### src/rtl/cursor_pkg.sv
// Shared types and arithmetic helpers for the cursor pipeline.
// Used by cursor_report_tx and cursor_map.
package cursor_pkg;

   typedef enum logic [1:0] {
      ST_IDLE,
      ST_START,
      ST_DATA,
      ST_STOP
   } tx_state_t;

   localparam logic [7:0] SYNC_DEFAULT = 8'hA5;

   function automatic int frame_len(input int num_axes, input int delta_w);
      return 3 + num_axes * (delta_w / 8);
   endfunction

   function automatic int clamp_s(input int v, input int w);
      int hi;
      int lo;
      hi = (1 << (w - 1)) - 1;
      lo = -(1 << (w - 1));
      if (v > hi) return hi;
      if (v < lo) return lo;
      return v;
   endfunction

   function automatic int sat_add(input int a, input int b, input int w);
      return clamp_s(a + b, w);
   endfunction

endpackage

### src/rtl/cursor_uart_byte_tx.sv
// 8N1 byte serialiser with valid/ready handshake.
// Ready on the last stop-bit cycle, so bytes chain with no idle gap.
module cursor_uart_byte_tx
   import cursor_pkg::*;
#(
   parameter int CLKS_PER_BIT = 434
) (
   input  logic       clk,
   input  logic       rst,
   input  logic       byte_valid,
   input  logic [7:0] byte_data,
   output logic       byte_ready,
   output logic       tx
);

   localparam int BW = $clog2(CLKS_PER_BIT);
   localparam logic [BW-1:0] LAST = BW'(CLKS_PER_BIT - 1);

   tx_state_t  state;
   logic [BW-1:0] baud;
   logic [2:0] bit_idx;
   logic [7:0] sh;
   logic       bit_end;

   assign bit_end    = (baud == LAST);
   assign byte_ready = (state == ST_IDLE) ||
                       (state == ST_STOP && bit_end);

   always_ff @(posedge clk or posedge rst) begin
      if (rst) begin
         state   <= ST_IDLE;
         baud    <= '0;
         bit_idx <= '0;
         sh      <= '0;
         tx      <= 1'b1;
      end else begin
         baud <= (bit_end || state == ST_IDLE) ? '0 : baud + BW'(1);
         unique case (state)
            ST_IDLE: begin
               if (byte_valid) begin
                  state <= ST_START;
                  sh    <= byte_data;
                  tx    <= 1'b0;
               end
            end
            ST_START: begin
               if (bit_end) begin
                  state   <= ST_DATA;
                  bit_idx <= '0;
                  tx      <= sh[0];
               end
            end
            ST_DATA: begin
               if (bit_end) begin
                  if (bit_idx == 3'd7) begin
                     state <= ST_STOP;
                     tx    <= 1'b1;
                  end else begin
                     bit_idx <= bit_idx + 3'd1;
                     tx      <= sh[1];
                     sh      <= {1'b0, sh[7:1]};
                  end
               end
            end
            ST_STOP: begin
               if (bit_end) begin
                  if (byte_valid) begin
                     state <= ST_START;
                     sh    <= byte_data;
                     tx    <= 1'b0;
                  end else begin
                     state <= ST_IDLE;
                  end
               end
            end
            default: state <= ST_IDLE;
         endcase
      end
   end

endmodule

### src/rtl/cursor_report_tx.sv
// Cursor report framer: per-axis saturating accumulators, snapshot on
// send, one-deep request queue, drop counter, 8N1 serial output.
module cursor_report_tx
   import cursor_pkg::*;
#(
   parameter int NUM_AXES     = 2,
   parameter int DELTA_W      = 8,
   parameter int ACC_W        = 12,
   parameter int NUM_BTNS     = 2,
   parameter int CLKS_PER_BIT = 434,
   parameter logic [7:0] SYNC_BYTE = SYNC_DEFAULT
) (
   input  logic                        clk,
   input  logic                        rst,
   input  logic                        in_valid,
   input  logic [NUM_AXES*DELTA_W-1:0] in_delta,
   input  logic [NUM_BTNS-1:0]         buttons,
   input  logic                        send,
   output logic                        tx,
   output logic                        busy,
   output logic                        pending,
   output logic [7:0]                  drop_cnt
);

   localparam int FLEN = frame_len(NUM_AXES, DELTA_W);
   localparam int NB   = DELTA_W / 8;
   localparam int IW   = $clog2(FLEN + 1);

   logic signed [ACC_W-1:0] acc     [NUM_AXES];
   logic signed [ACC_W-1:0] acc_nxt [NUM_AXES];
   logic [7:0]  frame     [FLEN];
   logic [7:0]  frame_nxt [FLEN];
   logic [IW-1:0] idx;
   logic [7:0]  cur_byte;
   logic [7:0]  u_data;
   logic [7:0]  cs;
   logic [DELTA_W-1:0] sb;
   logic        u_ready;
   logic        u_valid;
   logic        more;
   logic        frame_done;
   logic        accept;
   int          a_v;
   int          s_v;
   int          d_v;
   int          b_v;

   assign more       = busy && u_ready && (idx != IW'(FLEN));
   assign frame_done = busy && u_ready && (idx == IW'(FLEN));
   assign accept     = (!busy || frame_done) && (send || pending);
   assign u_valid    = accept || more;
   assign u_data     = accept ? SYNC_BYTE : cur_byte;

   always_comb begin
      cur_byte = '0;
      for (int j = 0; j < FLEN; j++)
         if (idx == IW'(j)) cur_byte = frame[j];
   end

   // Snapshot clamps each axis to the wire range; the rest stays behind.
   always_comb begin
      a_v = 0;
      s_v = 0;
      d_v = 0;
      b_v = 0;
      sb  = '0;
      cs  = '0;
      for (int j = 0; j < FLEN; j++) frame_nxt[j] = '0;
      frame_nxt[0] = SYNC_BYTE;
      frame_nxt[1] = 8'(buttons);
      for (int i = 0; i < NUM_AXES; i++) begin
         a_v = int'(acc[i]);
         s_v = clamp_s(a_v, DELTA_W);
         sb  = DELTA_W'(s_v);
         for (int b = 0; b < NB; b++)
            frame_nxt[2 + i*NB + b] = sb[b*8 +: 8];
         d_v = in_valid ?
               int'(signed'(in_delta[i*DELTA_W +: DELTA_W])) : 0;
         b_v = accept ? a_v - s_v : a_v;
         acc_nxt[i] = ACC_W'(sat_add(b_v, d_v, ACC_W));
      end
      for (int j = 1; j < FLEN - 1; j++) cs = cs ^ frame_nxt[j];
      frame_nxt[FLEN-1] = cs;
   end

   always_ff @(posedge clk or posedge rst) begin
      if (rst) begin
         busy     <= 1'b0;
         pending  <= 1'b0;
         drop_cnt <= '0;
         idx      <= '0;
         for (int i = 0; i < NUM_AXES; i++) acc[i] <= '0;
         for (int j = 0; j < FLEN; j++) frame[j] <= '0;
      end else begin
         for (int i = 0; i < NUM_AXES; i++) acc[i] <= acc_nxt[i];
         if (accept) begin
            for (int j = 0; j < FLEN; j++) frame[j] <= frame_nxt[j];
            busy    <= 1'b1;
            idx     <= IW'(1);
            pending <= pending && send;
         end else begin
            if (frame_done) busy <= 1'b0;
            if (more) idx <= idx + IW'(1);
            if (busy && send) begin
               if (!pending) pending <= 1'b1;
               else if (drop_cnt != 8'hFF) drop_cnt <= drop_cnt + 8'd1;
            end
         end
      end
   end

   cursor_uart_byte_tx #(
      .CLKS_PER_BIT(CLKS_PER_BIT)
   ) u_byte_tx (
      .clk       (clk),
      .rst       (rst),
      .byte_valid(u_valid),
      .byte_data (u_data),
      .byte_ready(u_ready),
      .tx        (tx)
   );

endmodule

### config.mk
export PLATFORM = sky130hd
export DESIGN_NAME = cursor_report_tx
export DESIGN_NICKNAME = d
export VERILOG_FILES = /design/src/rtl/cursor_pkg.sv /design/src/rtl/cursor_uart_byte_tx.sv /design/src/rtl/cursor_report_tx.sv
export SDC_FILE = /design/constraint.sdc
export NUM_CORES = 1
export LEC_CHECK = 0
export CAP_MARGIN = 15
export CORE_MARGIN = 2
export CORE_UTILIZATION = 40
export CTS_CLUSTER_DIAMETER = 80
export DETAILED_ROUTE_END_ITERATION = 8
export PLACE_DENSITY = 0.66
export SYNTH_ARGS = -nofsm -noshare
export SYNTH_HDL_FRONTEND = slang
export SYNTH_HIERARCHICAL = 1
export SYNTH_SLANG_ARGS = --single-unit
### constraint.sdc
create_clock -name clk -period 8.5 [get_ports clk]
set_input_delay 0.85 -clock clk [delete_from_list [all_inputs] [get_ports clk]]
set_output_delay 0.85 -clock clk [all_outputs]
set_load 0.005 [all_outputs]
==> reports/metrics.csv, run 1 <==
metric,value,unit
status,finished clean,
#FFs+latches synth,87,
Synth area leaders,"dfrtp_1, ha_1, a21oi_1",
max-slew violations,0,
worst slew pin tran,1.02,ns
Crit path buffers/inverters,1,
Avg WL per Cell,15.4,um
Die Ht,164,um
Port Buffers,32,
fin crit share,91.3,%
Cells after DPL,1654,
worst reg2reg setup slack,0.74,ns
max frequency,129,MHz
final count of hold timing violations,0,
Rel. slew slack,31.7,%
Ant. Diodes,0,
first-pass GRT wire length,42800,um
NumNets Final,1470,
yosys synthesis warning count,6,
Area growth syn-to-layout,8.45,%
Congestion Overflow GR,0,
post-synth top area share,21.0,%
"Seq/Total Area, Yosys",21.2,%
Die ar.,26900,sq um
worst path required time,8.72,ns
critical path's slowest cell,dfrtp_1,
most frequent CP cell,a21oi_1,
Overall Global Routing Usage,19.1,%
"slowest stage delay, CP",0.57,ns
crit path DAT,7.98,ns
"EDFF count, synth",0,
Final setup viols,0,
ANT nets after route,0,
CTS clock-pin slew for the worst setup and hold paths,0.07,ns
Vias/cell,5.73,
syn nets,1476,
antenna violations before repair,0,
syn_area_per_cell,7.63,sq um
Worst-Skew Late Latency,0.34,ns
I/O Pins,33,
H-tree depth,3,
Static Leak,4.80,nW
Mapped Area,10300,sq um
Crit Path Max Fanout,11,
CP Class,flop to flop,
Core Region,25200,sq um
Post-synth top flop,dfrtp_1,
vias in the first global route,8751,
Gate Count Post-Synth,1345,
share of layout cells above drive strength 1,6.40,%
maximum vdd ir drop,0.000155,V
fillers,2512,
pwr dens,387,nW/um^2
clock skew,0.00671,ns
CP endpoint kind,flop,
min Tclk post-route,7.76,ns
Rows,58,
clock sinks,87,
largest net degree at the start of global routing,65,
Initial Util,40.7,%
post-route DRC violation count,0,
class of the most critical hold timing path,flop to flop,
RSZ-0062 raised after global routing,no,
async set-reset flop share out of synthesis,100,%
drt total wl,25700,um
post-route insts no fill,1673,
CTS tree,yes,
cell family with most CP delay,compound AO/OA/AOI/OAI gates,
Final Wtd Congestion,0.968,
DR iter-0 viols,680,
Post-CTS Hold Buffers,0,
Max-cap violations,0,
buffer depth of the longest clock path,2,
DP HPWL,19800,um
crit start category,flop,
Vias,9583,
Die Span X,164,um
final core occ,44.2,%
Clock Root Buffer,clkbuf_16,
cell taking the most area after synthesis,dfrtp_1,
Num CTS Buffers,9,
count of cell types in the netlist,87,
Fin Setup TNS,0,ns
drt pass-1 iters,7,
-- worst paths after layout --
kind                                       start                           to  depth (start not counted)
hold / removal             frame[32]$_DFFE_PP0P_        frame[32]$_DFFE_PP0P_                          1
setup reg to reg               acc[23]$_DFF_PP0_            acc[12]$_DFF_PP0_                         29
setup / recovery               acc[23]$_DFF_PP0_            acc[12]$_DFF_PP0_                         29
hold reg to reg            frame[32]$_DFFE_PP0P_        frame[32]$_DFFE_PP0P_                          1
min in group asynchronous                    rst  u_byte_tx/sh[5]$_DFFE_PP0P_                          2
max in group asynchronous                    rst            a_v[11]$_DFF_PP0_                          3
-- cell usage in the layout, fill, tap and decap left out, types with 22 or more instances in the layout --
cell type / n
clkdlybuf4s50_1: 32
nor2_1: 99
xnor2_1: 46
a21oi_1: 160
nor3_1: 34
a21o_1: 28
inv_1: 44
dfrtp_1: 85
o21ai_0: 92
and2_1: 22
nand2_1: 175
nand3_1: 33
ha_1: 97
xor2_1: 36
-- layout make-up --
cell class / count / area (sq um) / area share (%)
Inverter: 46 / 173 / 1.55
Clock inverter: 6 / 62.6 / 0.562
Clock buffer: 9 / 225 / 2.02
Sequential cell: 87 / 2180 / 19.6
Timing Repair Buffer: 44 / 410 / 3.69
Multi-Input combinational cell: 1151 / 7660 / 68.9
Tap cell: 330 / 413 / 3.71
-- state kept, by name (all words and copies together) (netlist names) --
register and count:
a_v 12, u_byte_tx/bit_idx 3, drop_cnt 8, u_byte_tx/state 2
u_byte_tx/tx 1, pending 1, idx 3, acc 12
busy 1, frame 27, u_byte_tx/baud 9, u_byte_tx/sh 8
-- where the power goes --
part	switching, mW	internal (mW)	total, mW
sequential	0.119	0.491	0.610
combinational	1.96	1.35	3.31
clock	0.168	0.225	0.393
-- through the flow --
step	hold WS [ns]	setup WS (ns)	cell area, sq um	total power [mW]
after floorplan	0.440	1.26	10300	3.20
after global placement	0.456	0.628	10800	3.81
after detailed placement	0.459	0.497	10800	3.85
after CTS	0.475	0.429	11100	4.26
after global routing	0.503	0.0233	11100	4.75
final	0.470	0.742	11100	4.31
-- cells in the mapped netlist (4+ instances only) --
cell         n
mux2_4       7
ha_1        97
or2_2        7
or3_1       16
a21oi_1    161
o21a_1      19
clkbuf_1    44
fa_1        12
nand2_1    175
inv_1       45
nand3_1     33
nor4_1       6
nor3_1      34
nor2b_1      9
buf_2       11
nand3b_1     5
mux2i_1      5
and2_1      22
nor2_1      99
dfrtp_1     86
and4_1       6
a211oi_1     9
or4_1        4
a31oi_1     11
o211ai_1    14
o22ai_1      8
xnor2_1     46
nand4_1     18
o31ai_1     20
o21ai_1     17
mux2_2      11
a2111oi_0    8
o21ai_0     92
a21oi_2      9
a21o_1      28
nand2b_1    17
and3_1      12
a211o_1      5
xor2_1      36
-- per-layer routing --
layer | wire length, um | track usage (%)
met1 | 12600 | 27.1
met3 | 869 | 2.10
met5 | 0 | 0
met4 | 280 | 3.59
met2 | 11900 | 31.3
-- kinds of logic after synthesis --
| logic type | Yosys count | share of synthesized area (%) |
|---|---|---|
| fa+ha+maj | 109 | 14.2 |
| mux | 23 | 2.72 |
| xor+xnor | 82 | 7.00 |
| buf+inv | 107 | 4.31 |
| compound gates | 455 | 27.7 |
| simple gates | 482 | 22.9 |
| flops | 87 | 21.2 |
-- repair_timing --
action	CTS	global route
resized for setup	0	2
buffers inserted	0	4
endpoints found under the setup margin	0	22
No activity file was read; power rests on OpenSTA's default activity.
==> run 2: changes to the inputs <==
--- a/config.mk
+++ b/config.mk
@@ -6,6 +6,7 @@
 export NUM_CORES = 1
 export LEC_CHECK = 0
 export CAP_MARGIN = 15
+export CORE_ASPECT_RATIO = 0.75
 export CORE_MARGIN = 2
 export CORE_UTILIZATION = 40
 export CTS_CLUSTER_DIAMETER = 80
==> reports/metrics.csv, run 2 (synthesized netlist as in run 1, its figures left out) <==
metric,value,unit,change
CP endpoint kind,flop,,
clock sinks,87,,unchanged
vias in the first global route,8631,,-1.4%
Cells after DPL,1663,,+0.54%
class of the most critical hold timing path,flop to flop,,
Int Pwr,2.06,mW,about the same
crit start category,flop,,
Seq pwr share,13.9,%,-0.3 points
Die Span X,189,um,+15%
RSZ-0062 raised after global routing,no,,
Metal-1 WL,14100,um,+12%
post-place setup slack,0.538,ns,+0.0415 ns
clock network fraction of design power,9.2,%,about the same
combinational share of power,76.9,%,+0.2 points
drt pass-1 iters,5,,-2
ANT nets after route,0,,unchanged
most frequent cells in the layout,"nand2_1, a21oi_1, nor2_1",,
"most common cell after layout, fill and taps aside",nand2_1,,
CP Class,flop to flop,,
Congestion Overflow GR,0,,unchanged
post-route insts no fill,1680,,+0.42%
sw frac,52.8,%,+0.73 points
Worst-Skew Late Latency,0.34,ns,about the same
Vias/cell,5.76,,+0.62%
drt total wl,26200,um,+1.9%
worst path required time,8.76,ns,+0.04 ns
share of layout cells above drive strength 1,6.33,%,-0.070 points
Final setup viols,0,,unchanged
crit path DAT,8.20,ns,+0.22 ns
NumNets Final,1468,,-0.14%
fin worst setup slack,0.555,ns,-0.186 ns
Final Wtd Congestion,0.918,,-5.2%
most frequent CP cell,a21oi_1,,
Port Buffers,32,,unchanged
met3 WL post-DR,1820,um,+110%
fin crit share,93.5,%,+2.2 points
DP HPWL,20400,um,+3.0%
status,finished clean,,
I/O Pins,33,,unchanged
clock skew,0.00779,ns,+0.00108 ns
Num CTS Buffers,9,,unchanged
Static Leak,4.80,nW,+0.19%
H-tree depth,3,,unchanged
pwr dens,392,nW/um^2,+1.2%
Die ar.,27000,sq um,about the same
Core Region,25100,sq um,-0.38%
Ant. Diodes,0,,unchanged
"slowest stage delay, CP",0.76,ns,+0.19 ns
met2 routed WL,10200,um,-14%
P_sw,2.31,mW,+3.0%
Initial Util,40.9,%,+0.15 points
Rel. slew slack,23.7,%,-8.0 points
max-slew violations,0,,unchanged
Area growth syn-to-layout,8.78,%,
buffer depth of the longest clock path,2,,unchanged
CTS clock-pin slew for the worst setup and hold paths,0.07,ns,about the same
maximum vdd ir drop,0.000153,V,-1.0%
min Tclk post-route,7.94,ns,+0.186 ns
CTS tree,yes,,
Largest register FFs,27,,unchanged
worst slew pin tran,1.14,ns,+0.124 ns
largest net degree at the start of global routing,65,,unchanged
DR iter-0 viols,871,,+28%
post-route DRC violation count,0,,unchanged
Avg WL per Cell,15.6,um,+1.5%
"Most flops, register",frame,,
Vias,9683,,+1.0%
max frequency,126,MHz,-2.3%
Max-cap violations,0,,unchanged
Clock Root Buffer,clkbuf_16,,
critical path's slowest cell,nor2_1,,
first-pass GRT wire length,43900,um,+2.6%
antenna violations before repair,0,,unchanged
top sig layer,met4,,
final count of hold timing violations,0,,unchanged
Rows,50,,-14%
Die Ht,143,um,-13%
Overall Global Routing Usage,19.6,%,+0.56 points
Crit Path Max Fanout,16,,+5
Fin Setup TNS,0,ns,unchanged
[run 2: changes by cell type in the layout (fill, tap and decap cells not counted), sizes merged]
cell / previous run / this run
buf: 12 / 10
clkinvlp: 3 / 1
inv: 45 / 47
clkbuf: 9 / 10
[run 2: worst max-delay path: cells and delay by family, from the launching register on]
family	cells	cell delay (ns)
and+or+nand+nor	10	3.32
AOI/OAI and AO/OA	12	2.40
adders and majority gates	3	1.25
DFF	1	0.41
xor gates and xnor gates	1	0.25
buffers and inverters	1	0.22
[run 2: worst paths after layout]
path                                       from                           to  slack [ns]  cells after the start
setup / recovery              acc[23]$_DFF_PP0_            acc[22]$_DFF_PP0_        0.56                     27
max in group asynchronous                   rst            a_v[11]$_DFF_PP0_        6.81                      3
setup reg to reg              acc[23]$_DFF_PP0_            acc[22]$_DFF_PP0_        0.56                     27
hold reg to reg            frame[1]$_DFFE_PP0P_         frame[1]$_DFFE_PP0P_        0.48                      2
min in group asynchronous                   rst  u_byte_tx/baud[7]$_DFF_PP0_        1.05                      2
hold / removal             frame[1]$_DFFE_PP0P_         frame[1]$_DFFE_PP0P_        0.48                      2
[run 2: layer usage]
layer	vias to the layer above	global-route usage (%)
met4	0	1.93
met3	8	3.39
met5	-	0
li1	4888	-
met2	308	27.5
met1	4479	31.7
[run 2: area by class of cell]
| cell class | instances | area [sq um] |
|---|---|---|
| clock inverters | 6 | 68.8 |
| clock buffers | 10 | 229 |
| multi-input cells | 1151 | 7680 |
| repair buffers | 42 | 408 |
| inverters | 46 | 173 |
| fillers | 2490 | 13900 |
| flip-flops and latches | 87 | 2180 |
| well taps | 338 | 423 |
[run 2: through the flow]
stage | hold WS, ns | cell area (sq um) | utilization (%) | total power, mW
after floorplan | 0.440 | 10300 | - | 3.20
after global placement | 0.456 | 10800 | 43.2 | 3.86
after detailed placement | 0.468 | 10800 | 43.2 | 3.88
after CTS | 0.484 | 11100 | 44.4 | 4.31
after global routing | 0.510 | 11200 | 44.5 | 4.82
final | 0.478 | 11200 | 44.5 | 4.37
[run 2: power by group through the flow]
| stage | Combinational (mW) | Clock, mW | Sequential, mW |
|---|---|---|---|
| 6_report | 3.37 | 0.402 | 0.607 |
| 5_1_grt | 3.77 | 0.435 | 0.620 |
| 2_1_floorplan | 2.62 | 0 | 0.573 |
| 4_1_cts | 3.30 | 0.415 | 0.600 |
| 3_5_place_dp | 3.27 | 0 | 0.608 |
| 3_3_place_gp | 3.25 | 0 | 0.608 |
[run 2: what timing repair did]
action / in CTS / in global routing
resized for setup: 0 / 4
hold buffers: 0 / 0
setup endpoints to repair: 0 / 22
buffers inserted: 0 / 1
